<file path="config.mk">
export PLATFORM = sky130hd
export DESIGN_NAME = led_pwm_driver
export DESIGN_NICKNAME = d
export VERILOG_FILES = /design/src/rtl/led_pwm_driver.sv
export SDC_FILE = /design/constraint.sdc
export NUM_CORES = 1
export LEC_CHECK = 0
export BUFFER_PORTS_ARGS = -buffer_cell sky130_fd_sc_hd__clkbuf_2
export CAP_MARGIN = 10
export CORE_MARGIN = 1
export CORE_UTILIZATION = 35
export DETAILED_ROUTE_END_ITERATION = 10
export PLACE_DENSITY = 0.55
export SLEW_MARGIN = 25
export SYNTH_ARGS = -nofsm -noshare
export SYNTH_HDL_FRONTEND = slang
export SYNTH_SLANG_ARGS = --single-unit
</file>
<file path="constraint.sdc">
create_clock -name clk_25mhz -period 6.5 [get_ports clk_25mhz]
set_input_delay 0.325 -clock clk_25mhz [delete_from_list [all_inputs] [get_ports clk_25mhz]]
set_output_delay 0.325 -clock clk_25mhz [all_outputs]
set_load 0.02 [all_outputs]
</file>
<file path="src/rtl/led_pwm_driver.sv">
// LED PWM driver: turns an 8-bit brightness level into a glitch-free PWM
// waveform shared by all LED channels. A new level is buffered one deep and
// only takes effect at a period boundary, so no period is ever cut short or
// stretched. Each channel can be individually forced low through chan_mask.

module led_pwm_driver #(
  parameter int unsigned CHANNELS = 8,
  parameter int unsigned WIDTH    = 8,
  parameter int unsigned PRESCALE = 98
) (
  input  logic                clk_25mhz,
  input  logic                rst_n,
  input  logic [WIDTH-1:0]    level_in,
  input  logic                level_valid,
  output logic                level_ready,
  input  logic [CHANNELS-1:0] chan_mask,
  output logic                period_start,
  output logic [CHANNELS-1:0] led
);

  // A single-bit prescaler is kept for PRESCALE=1; it simply never leaves 0.
  localparam int unsigned PsW = (PRESCALE > 1) ? $clog2(PRESCALE) : 1;
  localparam logic [PsW-1:0]   PsMax    = PsW'(PRESCALE - 1);
  localparam logic [WIDTH-1:0] PhaseMax = '1;

  logic [PsW-1:0]      prescaler_q, prescaler_d;
  logic [WIDTH-1:0]    phase_q, phase_d;
  logic [WIDTH-1:0]    duty_q, duty_d;
  logic [WIDTH-1:0]    pending_q, pending_d;
  logic                pending_full_q, pending_full_d;
  logic [CHANNELS-1:0] led_q, led_d;
  logic                period_start_q, period_start_d;

  logic tick;
  logic boundary;
  logic accept;
  logic pwm_on;

  assign tick        = (prescaler_q == PsMax);
  assign boundary    = tick && (phase_q == PhaseMax);
  assign level_ready = !pending_full_q;
  assign accept      = level_valid && level_ready;

  // Slot timebase: prescaler wraps at PRESCALE-1, phase advances once per slot.
  always_comb begin
    prescaler_d = prescaler_q + 1'b1;
    phase_d     = phase_q;
    if (tick) begin
      prescaler_d = '0;
      phase_d     = phase_q + 1'b1;
    end
  end

  // One-deep level buffer; the active duty is swapped only at a boundary.
  // Accept and apply cannot coincide because ready is low while full.
  always_comb begin
    pending_d      = pending_q;
    pending_full_d = pending_full_q;
    duty_d         = duty_q;
    if (accept) begin
      pending_d      = level_in;
      pending_full_d = 1'b1;
    end else if (boundary && pending_full_q) begin
      duty_d         = pending_q;
      pending_full_d = 1'b0;
    end
  end

  // Output compare: a slot is high while the phase is below the active duty.
  always_comb begin
    pwm_on         = (phase_q < duty_q);
    led_d          = chan_mask & {CHANNELS{pwm_on}};
    period_start_d = (phase_q == '0) && (prescaler_q == '0);
  end

  // State registers; async assert, release is synchronised outside this block.
  always_ff @(posedge clk_25mhz or negedge rst_n) begin
    if (!rst_n) begin
      prescaler_q    <= '0;
      phase_q        <= '0;
      duty_q         <= '0;
      pending_q      <= '0;
      pending_full_q <= 1'b0;
      led_q          <= '0;
      period_start_q <= 1'b0;
    end else begin
      prescaler_q    <= prescaler_d;
      phase_q        <= phase_d;
      duty_q         <= duty_d;
      pending_q      <= pending_d;
      pending_full_q <= pending_full_d;
      led_q          <= led_d;
      period_start_q <= period_start_d;
    end
  end

  assign led          = led_q;
  assign period_start = period_start_q;

endmodule
</file>
* After elaboration in Yosys (flattened, before gate mapping)
Index checks and enable logic that the tools add are counted.
W data, S select, Z words.
** Word-level totals
- Bits of input ports :: 19
- Logic and storage cells :: 26
- Bits in registers :: 41
- Output and inout bits :: 10
** Operators by class
- $lt $le $gt $ge :: 1
- Muxes and demuxes :: 3
- Reductions and logical operators :: 9
- Add/sub/neg operators :: 2
- Bitwise logic cells :: 2
- Equality and inequality tests :: 2
** Operator list (number)
- $add A8 B1 Y8 const B :: 1
- $and A8 B8 Y8 :: 1
- $eq A8 B8 Y1 const B :: 1
- $logic_not A8 Y1 :: 1
- $lt A8 B8 Y1 :: 1
- $add A7 B1 Y7 const B :: 1
- $eq A7 B7 Y1 const B :: 1
- $logic_not A7 Y1 :: 1
- $mux W7 :: 1
- $logic_and A1 B1 Y1 :: 4
- $mux W1 :: 2
- $reduce_and A2 Y1 :: 1
- $reduce_bool A2 Y1 :: 1
- $logic_not A1 Y1 :: 1
- $not A1 Y1 :: 1

* Logic depth before layout (Yosys ltp)
Gate-level depths: netlist of the first run.
- Depth in word-level cells :: 5
- Depth in mapped cells :: 6
- Mapped depth without buffers :: 5

* Worst setup path after synthesis of the first run
Ideal clock, no wire load.
- Kind :: register -> register
- Start point :: register prescaler_q[1]
- End point :: register duty_q[0]
- Period minus slack after synthesis :: 2157 ps
- Cell stages (with the launch flop) :: 7
- Required time :: 6375 ps
- Arrival :: 2032 ps
- Path buffers :: 1
- Library setup time :: 125 ps
- Setup slack :: 4343 ps
- Path through :: dfrtp_1 inv_1 ha_1 or4b_1 buf_6 nor4_4 mux2_2
** Between the ends
- Word-level cells in the longest chain between the ends :: 4
** RTL lines
- start, declared :: RTL line 26 : logic [PsW-1:0] prescaler_q, prescaler_d;
- start signal, assigned :: RTL line 87 : prescaler_q <= prescaler_d;
- $eq A7 B7 Y1 :: RTL line 39 : assign tick = (prescaler_q == PsMax);
- $logic_and A1 B1 Y1 :: RTL line 40 : assign boundary = tick && (phase_q == PhaseMax);
- $logic_and A1 B1 Y1 :: RTL line 63 : end else if (boundary && pending_full_q) begin
- $reduce_and A2 Y1 (no line)
- end signal, assigned :: RTL line 89 : duty_q <= duty_d;
- end, declared :: RTL line 28 : logic [WIDTH-1:0] duty_q, duty_d;
Every way passes these cells.
A chain may end at the register's enable or synchronous reset.

* Worst setup path in the final report of the first run
- Start point :: register prescaler_q[1]
- End point :: register duty_q[6]
Same word-level chain as after synthesis.

==> impl_metrics.csv, run 1 <==
group,metric,value,unit
final_layout,fin_nets,224,
sta,layout_setup_ws,4.085,ns
synth,ys_seq_area_share,53.74,%
global_route,grt_first_pass_wirelength,5.561,mm
sta,period_minus_slack,2.415,ns
worst_setup_path,crit_path_start,"prescaler_q[1]",
pwr,p_sw_share,19.19,%
pwr,leakage,1.115,nW
sta,fin_crit_sh,37.16,%
worst_setup_path,end_kind,"register",
global_route,grt_remaining_overflow,0,
sta,fin_setup_tns,0,ns
worst_setup_path,endpoint,"duty_q[6]",
synth,synth_edf_count,0,
hold_path,min-delay-path-class,"input port to async pin",
final_layout,final_common_cell,"dfrtp_1",
clock_network,cts_sinks,41,
routing,first_iter_violations,60,
synth,synth_cell_type_count,29,
routing,vias,1249,
worst_setup_path,crit_arrival,2.60,ns
die,dieArea,5755,um^2
routing,ant_nets,0,
pwr,p_int,0.4215,mW
worst_setup_path,rr_startpoint,"prescaler_q[1]",
status,status,"complete, no violations",
synth,syn_inst,162,
routing,firstDrtPassIters,4,
placement,numPlacedInstances,256,
global_route,track_usage,13.39,%
worst_setup_path,crit_path_start_kind,"register",
clock_network,clockBufferDepth,2,
synth,synth-async-reset-ratio,100.0,%
pwr,clkPwrFrac,46.3,%
synth,synth_fp_nets,193,
sta,rsz0062_at_grt,"no",
routing,wl_per_cell,12.40,um
pwr,power_density,232.7,nW/um^2
final_layout,multi_input_area,770.7,um^2
clock_network,cts-buffers-inserted,5,
worst_setup_path,r2r_end,"duty_q[6]",
die,die_y,75.86,um
global_route,grt_pass1_vias,1230,
clock_network,cts_root_buffer,"clkbuf_8",
placement,post-place-ws,4.071,ns
pwr,total_power,0.5216,mW
sta,fin_worst_skew,0.003979,ns
clock_network,insertion_delay,0.30,ns
flow_run,maxCapViolCount,0,
clock_network,h-tree-depth,2,
worst_setup_path,reg2reg_slack,4.08,ns
sta,slew-limit-headroom,41.42,%
clock_network,tritoncts,"yes",
sta,whs,0.1454,ns
pwr,seq_power_share,50.6,%
sta,tightestPinTransition,0.8787,ns
placement,hpwl,2.402,mm
final_layout,finalCoreUtilization,43.32,%
die,fp.coreArea,5172,um^2
synth,synth_ff_type,"dfrtp_1",
die,num_io_pins,29,
final_layout,design_area,2241,um^2
clock_network,cts_setup_buffers,0,
final_layout,drive_above_1_share,28.35,%
pwr,peakVddDrop,84.75,uV
sta,finalMaxSlewViolations,0,
synth,synth_top_cell_by_area,"dfrtp_1",
synth,yosys-top-cells-area,"dfrtp_1 (54%), mux2_2 (10%), ha_1 (7.9%), inv_1 (4.3%), a211oi_1 (3.1%)",
worst_setup_path,path_max_fanout,9,
synth,yosysWarnings,0,
sta,max_freq,414.0,MHz
final_layout,num_antenna_cells,0,
synth,syn_area,1909,um^2
final_layout,n_fill_cell,493,
placement,placed_area,2107,um^2
worst_setup_path,cp.required,6.68,ns
final_layout,layout_common_cells,"dfrtp_1 (41), clkbuf_2 (27), inv_1 (22), mux2_2 (17), ha_1 (12)",
clock_network,cts_resized,0,
die,die_w,75.86,um
global_route,grt_max_degree,42,
synth,synth_top_cell_area_share,53.74,%
final_layout,layout.cells.non_filler,264,
worst_setup_path,reg2regPathDepth,5,
synth,synth_area_per_cell,11.79,um^2
worst_setup_path,critPathKind,"register to register",
sta,setup_viol,0,
routing,wirelength,3.273,mm
die,num_rows,26,
final_layout,synthToLayoutAreaGrowth,17.37,%
synth,ys_seq_elements,41,
routing,viasPerCell,4.731,
pwr,comb_power_share,3.1,%
routing,drc_errors,0,
global_route,antenna_found_initial,0,
clock_network,clk_pin_slew,0.08,ns
placement,place_congestion,0.7408,
die,initial_utilization,36.91,%
clock_network,hold_buffers,0,
pwr,p_switching,0.1001,mW
sta,finalHoldViolCount,0,
final_layout,ff_latch_area,1026,um^2
placement,place.port_buffers,28,
==> worst min-delay path by stage <==
stage	endpoint	slack (ns)
final	prescaler_q[3]	0.15
after global routing	led[3]	0.22
after CTS	led[3]	0.21
after detailed placement	duty_q[0]	0.49
after global placement	duty_q[0]	0.49
after floorplan	duty_q[0]	0.03
==> cell families after synthesis <==
group                      synth area share [%]
and+or+nand+nor                           11.80
muxes                                     10.03
DFF                                       53.74
buffers and inverters                     5.898
adders and majority gates                 7.863
AOI/OAI and AO/OA                         6.094
xor gates and xnor gates                  4.587
==> worst max-delay path, cell delays in order, from the launching register on <==
cell and delay (ns):
dfrtp_1 0.41, inv_1 0.09, ha_1 0.13, or4b_1 0.63
nor4_4 0.65, mux2_2 0.40
==> area by class of cell <==
type	count	share of cell area, %
multi-input cells	95	34.39
flip-flops and latches	41	45.78
clock buffers	5	3.071
repair buffers	28	6.253
clock inverters	3	2.903
well taps	70	3.908
inverters	22	3.685
==> flip-flops by register name, summed over array words and instances (netlist names) <==
| register | flops |
|---|---|
| pending_q | 8 |
| pending_full_q | 1 |
| period_start | 1 |
| prescaler_q | 7 |
| duty_q | 8 |
| led | 8 |
| phase_q | 8 |
==> Yosys cell counts, types with 2 or more instances <==
master    number
nand3_1        6
nor4_1         2
nand2_1        4
nor2b_1        3
a21o_1         2
nor2_1         8
xnor2_1        6
a211oi_1       8
a21oi_1        3
inv_1         22
and3_1         2
dfrtp_1       41
nand4_1        4
clkbuf_1       2
ha_1          12
mux2_2        17
nor3_1         4
buf_6          2
xor2_1         4
==> per-layer routing <==
metal	up-vias	global-route usage, %	wire length, um
li1	615	-	-
met2	44	21.04	1445
met3	9	3.968	210
met1	581	16.89	1533
met5	-	0	0
met4	0	6.379	84
==> power by group through the flow <==
stage | sequential, mW | combinational, mW | clock, mW
after floorplan | 0.267 | 0.00610 | 0
after global placement | 0.269 | 0.0162 | 0
after detailed placement | 0.269 | 0.0170 | 0
after CTS | 0.264 | 0.0171 | 0.248
after global routing | 0.265 | 0.0193 | 0.259
final | 0.264 | 0.0163 | 0.242
Note: power is estimated with default switching activity, not from simulation.
==> inputs of run 2 (changes only) <==
PLACE_DENSITY = 0.56   (was 0.55)
clock period = 2 ns   (was 6.5 ns; I/O delays follow)
==> impl_metrics.csv, run 2 (synthesis results as in run 1) <==
group,metric,value,unit
worst_setup_path,end_kind,"register",
sta,tightestPinTransition,0.5092,ns
sta,whs,0.008626,ns
routing,drc_errors,0,
die,initial_utilization,36.91,%
global_route,grt_first_pass_wirelength,5.927,mm
sta,fin_worst_skew,0.01185,ns
sta,slew-limit-headroom,66.05,%
sta,period_minus_slack,1.902,ns
clock_network,hold_buffers,8,
sta,finalHoldViolCount,0,
clock_network,cts_sinks,41,
clock_network,cts_root_buffer,"clkbuf_8",
hold_path,min-delay-path-class,"input port to register",
final_layout,drive_above_1_share,30.66,%
clock_network,tritoncts,"yes",
pwr,leakage,1.189,nW
die,die_y,75.86,um
global_route,grt_pass1_vias,1271,
final_layout,num_antenna_cells,0,
pwr,peakVddDrop,402.0,uV
clock_network,cts-buffers-inserted,5,
worst_setup_path,crit_path_start_kind,"register",
die,num_io_pins,29,
routing,firstDrtPassIters,4,
sta,fin_crit_sh,95.10,%
global_route,track_usage,14.27,%
global_route,grt_max_degree,42,
worst_setup_path,r2r_end,"duty_q[0]",
worst_setup_path,reg2regPathDepth,6,
worst_setup_path,crit_arrival,2.08,ns
placement,place.port_buffers,28,
clock_network,h-tree-depth,2,
die,num_rows,26,
pwr,power_density,658.7,nW/um^2
die,dieArea,5755,um^2
worst_setup_path,path_max_fanout,9,
final_layout,synthToLayoutAreaGrowth,24.31,%
placement,hpwl,2.468,mm
clock_network,insertion_delay,0.30,ns
worst_setup_path,critPathKind,"register to register",
clock_network,cts_setup_buffers,0,
worst_setup_path,endpoint,"duty_q[0]",
worst_setup_path,crit_path_start,"prescaler_q[1]",
sta,max_freq,525.7,MHz
global_route,grt_remaining_overflow,0,
die,fp.coreArea,5172,um^2
worst_setup_path,cp.required,2.17,ns
status,status,"complete, no violations",
routing,wirelength,3.383,mm
final_layout,layout_common_cells,"dfrtp_1 (41), clkbuf_2 (28), inv_1 (22), mux2_2 (17), ha_1 (12)",
clock_network,cts_resized,0,
clock_network,clockBufferDepth,2,
flow_run,maxCapViolCount,0,
routing,wl_per_cell,12.00,um
sta,setup_viol,0,
worst_setup_path,rr_startpoint,"prescaler_q[1]",
final_layout,fin_nets,243,
final_layout,final_common_cell,"dfrtp_1",
placement,place_congestion,0.7643,
routing,ant_nets,0,
sta,finalMaxSlewViolations,0,
global_route,antenna_found_initial,0,
routing,first_iter_violations,105,
sta,rsz0062_at_grt,"no",
routing,viasPerCell,4.624,
die,die_w,75.86,um
worst_setup_path,reg2reg_slack,0.1,ns
clock_network,clk_pin_slew,0.07,ns
routing,vias,1304,
pwr,total_power,1.563,mW
## run 2: changes by cell type in the layout (fill, tap and decap cells not counted)
| cell | delta |
|---|---|
| bufinv_16 | -1 |
| buf_4 | +11 |
| clkbuf_2 | +1 |
| dlygate4sd3_1 | +8 |
| buf_2 | -1 |
## run 2: report_power, final
group	leakage, nW	total [mW]	switching (mW)	internal [mW]
combinational	0.594	0.0675	0.0288	0.0387
sequential	0.541	0.857	0.00960	0.847
clock	0.0540	0.639	0.276	0.363
total	1.19	1.56	0.315	1.25
## run 2: worst max-delay path, cell delays in order (launching register included)
cell,delay (ns)
dfrtp_1,0.38
inv_1,0.08
ha_1,0.13
or4b_1,0.51
nor4_4,0.15
buf_4,0.21
mux2_2,0.34
## run 2: how the worst min path moves through the flow
stage | to | cells after the start | from
global placement | prescaler_q[4] | 2 | rst_n
global route | led[4] | 3 | chan_mask[4]
detailed placement | prescaler_q[5] | 2 | rst_n
CTS | led[4] | 3 | chan_mask[4]
finish | led[4] | 3 | chan_mask[4]
floorplan | duty_q[0] | 0 | rst_n
## run 2: through the flow
stage	cells	cell area [um^2]	utilization [%]	TNS [ns]	setup slack, ns
3_5_place_dp	267	2190	42.33	0	0.08698
4_1_cts	282	2374	45.89	0	0.07932
5_1_grt	282	2374	45.89	0	0.004581
3_3_place_gp	267	2190	42.33	0	0.1263
6_report	282	2374	45.89	0	0.09790
2_1_floorplan	162	1909	-	-0.2015	-0.02519
## run 2: metal layers
layer | share of wire (%) | up-vias | global-route usage (%)
met3 | 4.6 | 10 | 4.365
li1 | - | 652 | -
met1 | 50 | 604 | 19.88
met5 | 0 | - | 0
met4 | 2.6 | 0 | 6.790
met2 | 43 | 38 | 20.16
## run 2: area by class of cell
type	count	area, um^2
Timing Repair Buffer	47	302.8
Multi-Input combinational cell	95	770.7
Sequential cell	41	1026
Clock inverter	2	35.03
Fill cell	481	2799
Tap cell	70	87.58
Inverter	22	82.58
Clock buffer	5	68.82
==> inputs of run 3 (changes only) <==
CORE_ASPECT_RATIO = 1.25   (was not set)
==> impl_metrics.csv, run 3 (synthesis results as in run 1) <==
group,metric,value,unit
status,status,"complete, no violations",
routing,wl_per_cell,12.36,um
die,fp.coreArea,5152,um^2
clock_network,clk_pin_slew,0.08,ns
final_layout,synthToLayoutAreaGrowth,23.79,%
clock_network,cts_sinks,41,
worst_setup_path,rr_startpoint,"prescaler_q[1]",
sta,fin_worst_skew,0.008495,ns
sta,finalMaxSlewViolations,0,
routing,firstDrtPassIters,4,
hold_path,hp-start,"chan_mask[5]",
flow_run,maxCapViolCount,0,
routing,wirelength,3.398,mm
worst_setup_path,reg2regPathDepth,6,
pwr,leakage,1.190,nW
global_route,grt_remaining_overflow,0,
sta,slew-limit-headroom,65.54,%
sta,tightestPinTransition,0.5168,ns
final_layout,layout_common_cells,"dfrtp_1 (41), clkbuf_2 (28), inv_1 (22), mux2_2 (17), ha_1 (12)",
die,dieArea,5756,um^2
final_layout,num_antenna_cells,0,
worst_setup_path,path_max_fanout,9,
final_layout,final_common_cell,"dfrtp_1",
hold_path,hold_depth,3,
clock_network,tritoncts,"yes",
global_route,grt_max_degree,42,
sta,period_minus_slack,1.874,ns
global_route,antenna_found_initial,0,
global_route,grt_pass1_vias,1304,
final_layout,design_area,2364,um^2
die,num_io_pins,29,
die,die_y,84.58,um
clock_network,cts_root_buffer,"clkbuf_8",
sta,finalHoldViolCount,0,
clock_network,cts_setup_buffers,0,
clock_network,h-tree-depth,2,
worst_setup_path,r2r_end,"duty_q[1]",
worst_setup_path,crit_path_start_kind,"register",
clock_network,insertion_delay,0.30,ns
global_route,track_usage,14.36,%
routing,viasPerCell,4.735,
pwr,peakVddDrop,403.9,uV
routing,ant_nets,0,
routing,drc_errors,0,
final_layout,ff_latch_area,1026,um^2
hold_path,min-delay-path-class,"input port to register",
placement,hpwl,2.437,mm
hold_path,min_to,"led[5]",
clock_network,clockBufferDepth,2,
final_layout,multi_input_area,774.5,um^2
routing,vias,1302,
final_layout,drive_above_1_share,31.46,%
sta,rsz0062_at_grt,"no",
pwr,power_density,630.4,nW/um^2
placement,placed_area,2180,um^2
worst_setup_path,crit_arrival,2.05,ns
placement,place_congestion,0.7482,
die,die_w,68.06,um
die,num_rows,29,
final_layout,fin_nets,243,
worst_setup_path,end_kind,"register",
routing,first_iter_violations,67,
clock_network,cts-buffers-inserted,5,
sta,fin_crit_sh,93.70,%
worst_setup_path,critPathKind,"register to register",
placement,place.port_buffers,28,
global_route,grt_first_pass_wirelength,6.113,mm
sta,setup_viol,0,
sta,max_freq,533.6,MHz
die,initial_utilization,37.06,%
sta,fin_setup_tns,0,ns
worst_setup_path,cp.required,2.18,ns
worst_setup_path,reg2reg_slack,0.13,ns
final_layout,n_fill_cell,501,
-- run 3: worst max path at each step --
stage,start,to,depth (start not counted)
2_1_floorplan,prescaler_q[1],duty_q[0],6
3_3_place_gp,prescaler_q[1],duty_q[4],6
3_5_place_dp,prescaler_q[1],duty_q[6],6
4_1_cts,prescaler_q[1],duty_q[1],6
5_1_grt,prescaler_q[1],duty_q[1],6
6_report,prescaler_q[1],duty_q[1],6
-- run 3: worst max-delay path, cell delays in order, from the launching register on --
cell	delay (ns)
dfrtp_1	0.38
inv_1	0.08
ha_1	0.13
or4b_4	0.48
nor4_4	0.17
buf_6	0.18
mux2_2	0.34
-- run 3: per-layer routing --
layer / global-route usage (%) / up-vias / wire (um)
met5: 0 / - / 0
met4: 5.682 / 0 / 68
met3: 4.076 / 6 / 103
met2: 23.44 / 24 / 1711
met1: 17.36 / 615 / 1514
li1: - / 657 / -
-- run 3: power by group --
part | switching [mW] | leakage (nW) | total [mW] | internal (mW)
Combinational | 0.0278 | 0.598 | 0.0664 | 0.0386
Clock | 0.289 | 0.0512 | 0.568 | 0.280
Sequential | 0.00853 | 0.541 | 0.855 | 0.847
Total | 0.325 | 1.19 | 1.49 | 1.17
-- run 3: what timing repair did --
item,4_1_cts,5_1_grt
resized for setup,0,2
hold buffers,8,0
hold endpoints to repair,48,0
endpoints found under the setup margin,0,10
-- run 3: area by class of cell --
cell class | count | share of cell area (%)
clock buffer | 6 | 3.494
clock inverter | 2 | 0.5823
inverter | 22 | 3.494
multi-input combinational | 95 | 32.77
sequential | 41 | 43.41
tap | 62 | 3.282
timing repair buffer | 47 | 12.97
-- run 3: metrics by stage --
step / hold WS, ns / instances / utilization, % / setup slack, ns / total power, mW
global route: 0.02124 / 275 / 45.87 / 0.01761 / 1.548
finish: 0.001212 / 275 / 45.87 / 0.1261 / 1.490
floorplan: -0.1956 / 162 / - / -0.02519 / 0.8890
CTS: 0.00005565 / 275 / 45.73 / 0.01861 / 1.517
global placement: 0.1991 / 259 / 42.30 / 0.1188 / 0.9276
detailed placement: 0.1972 / 259 / 42.30 / 0.04619 / 0.9287
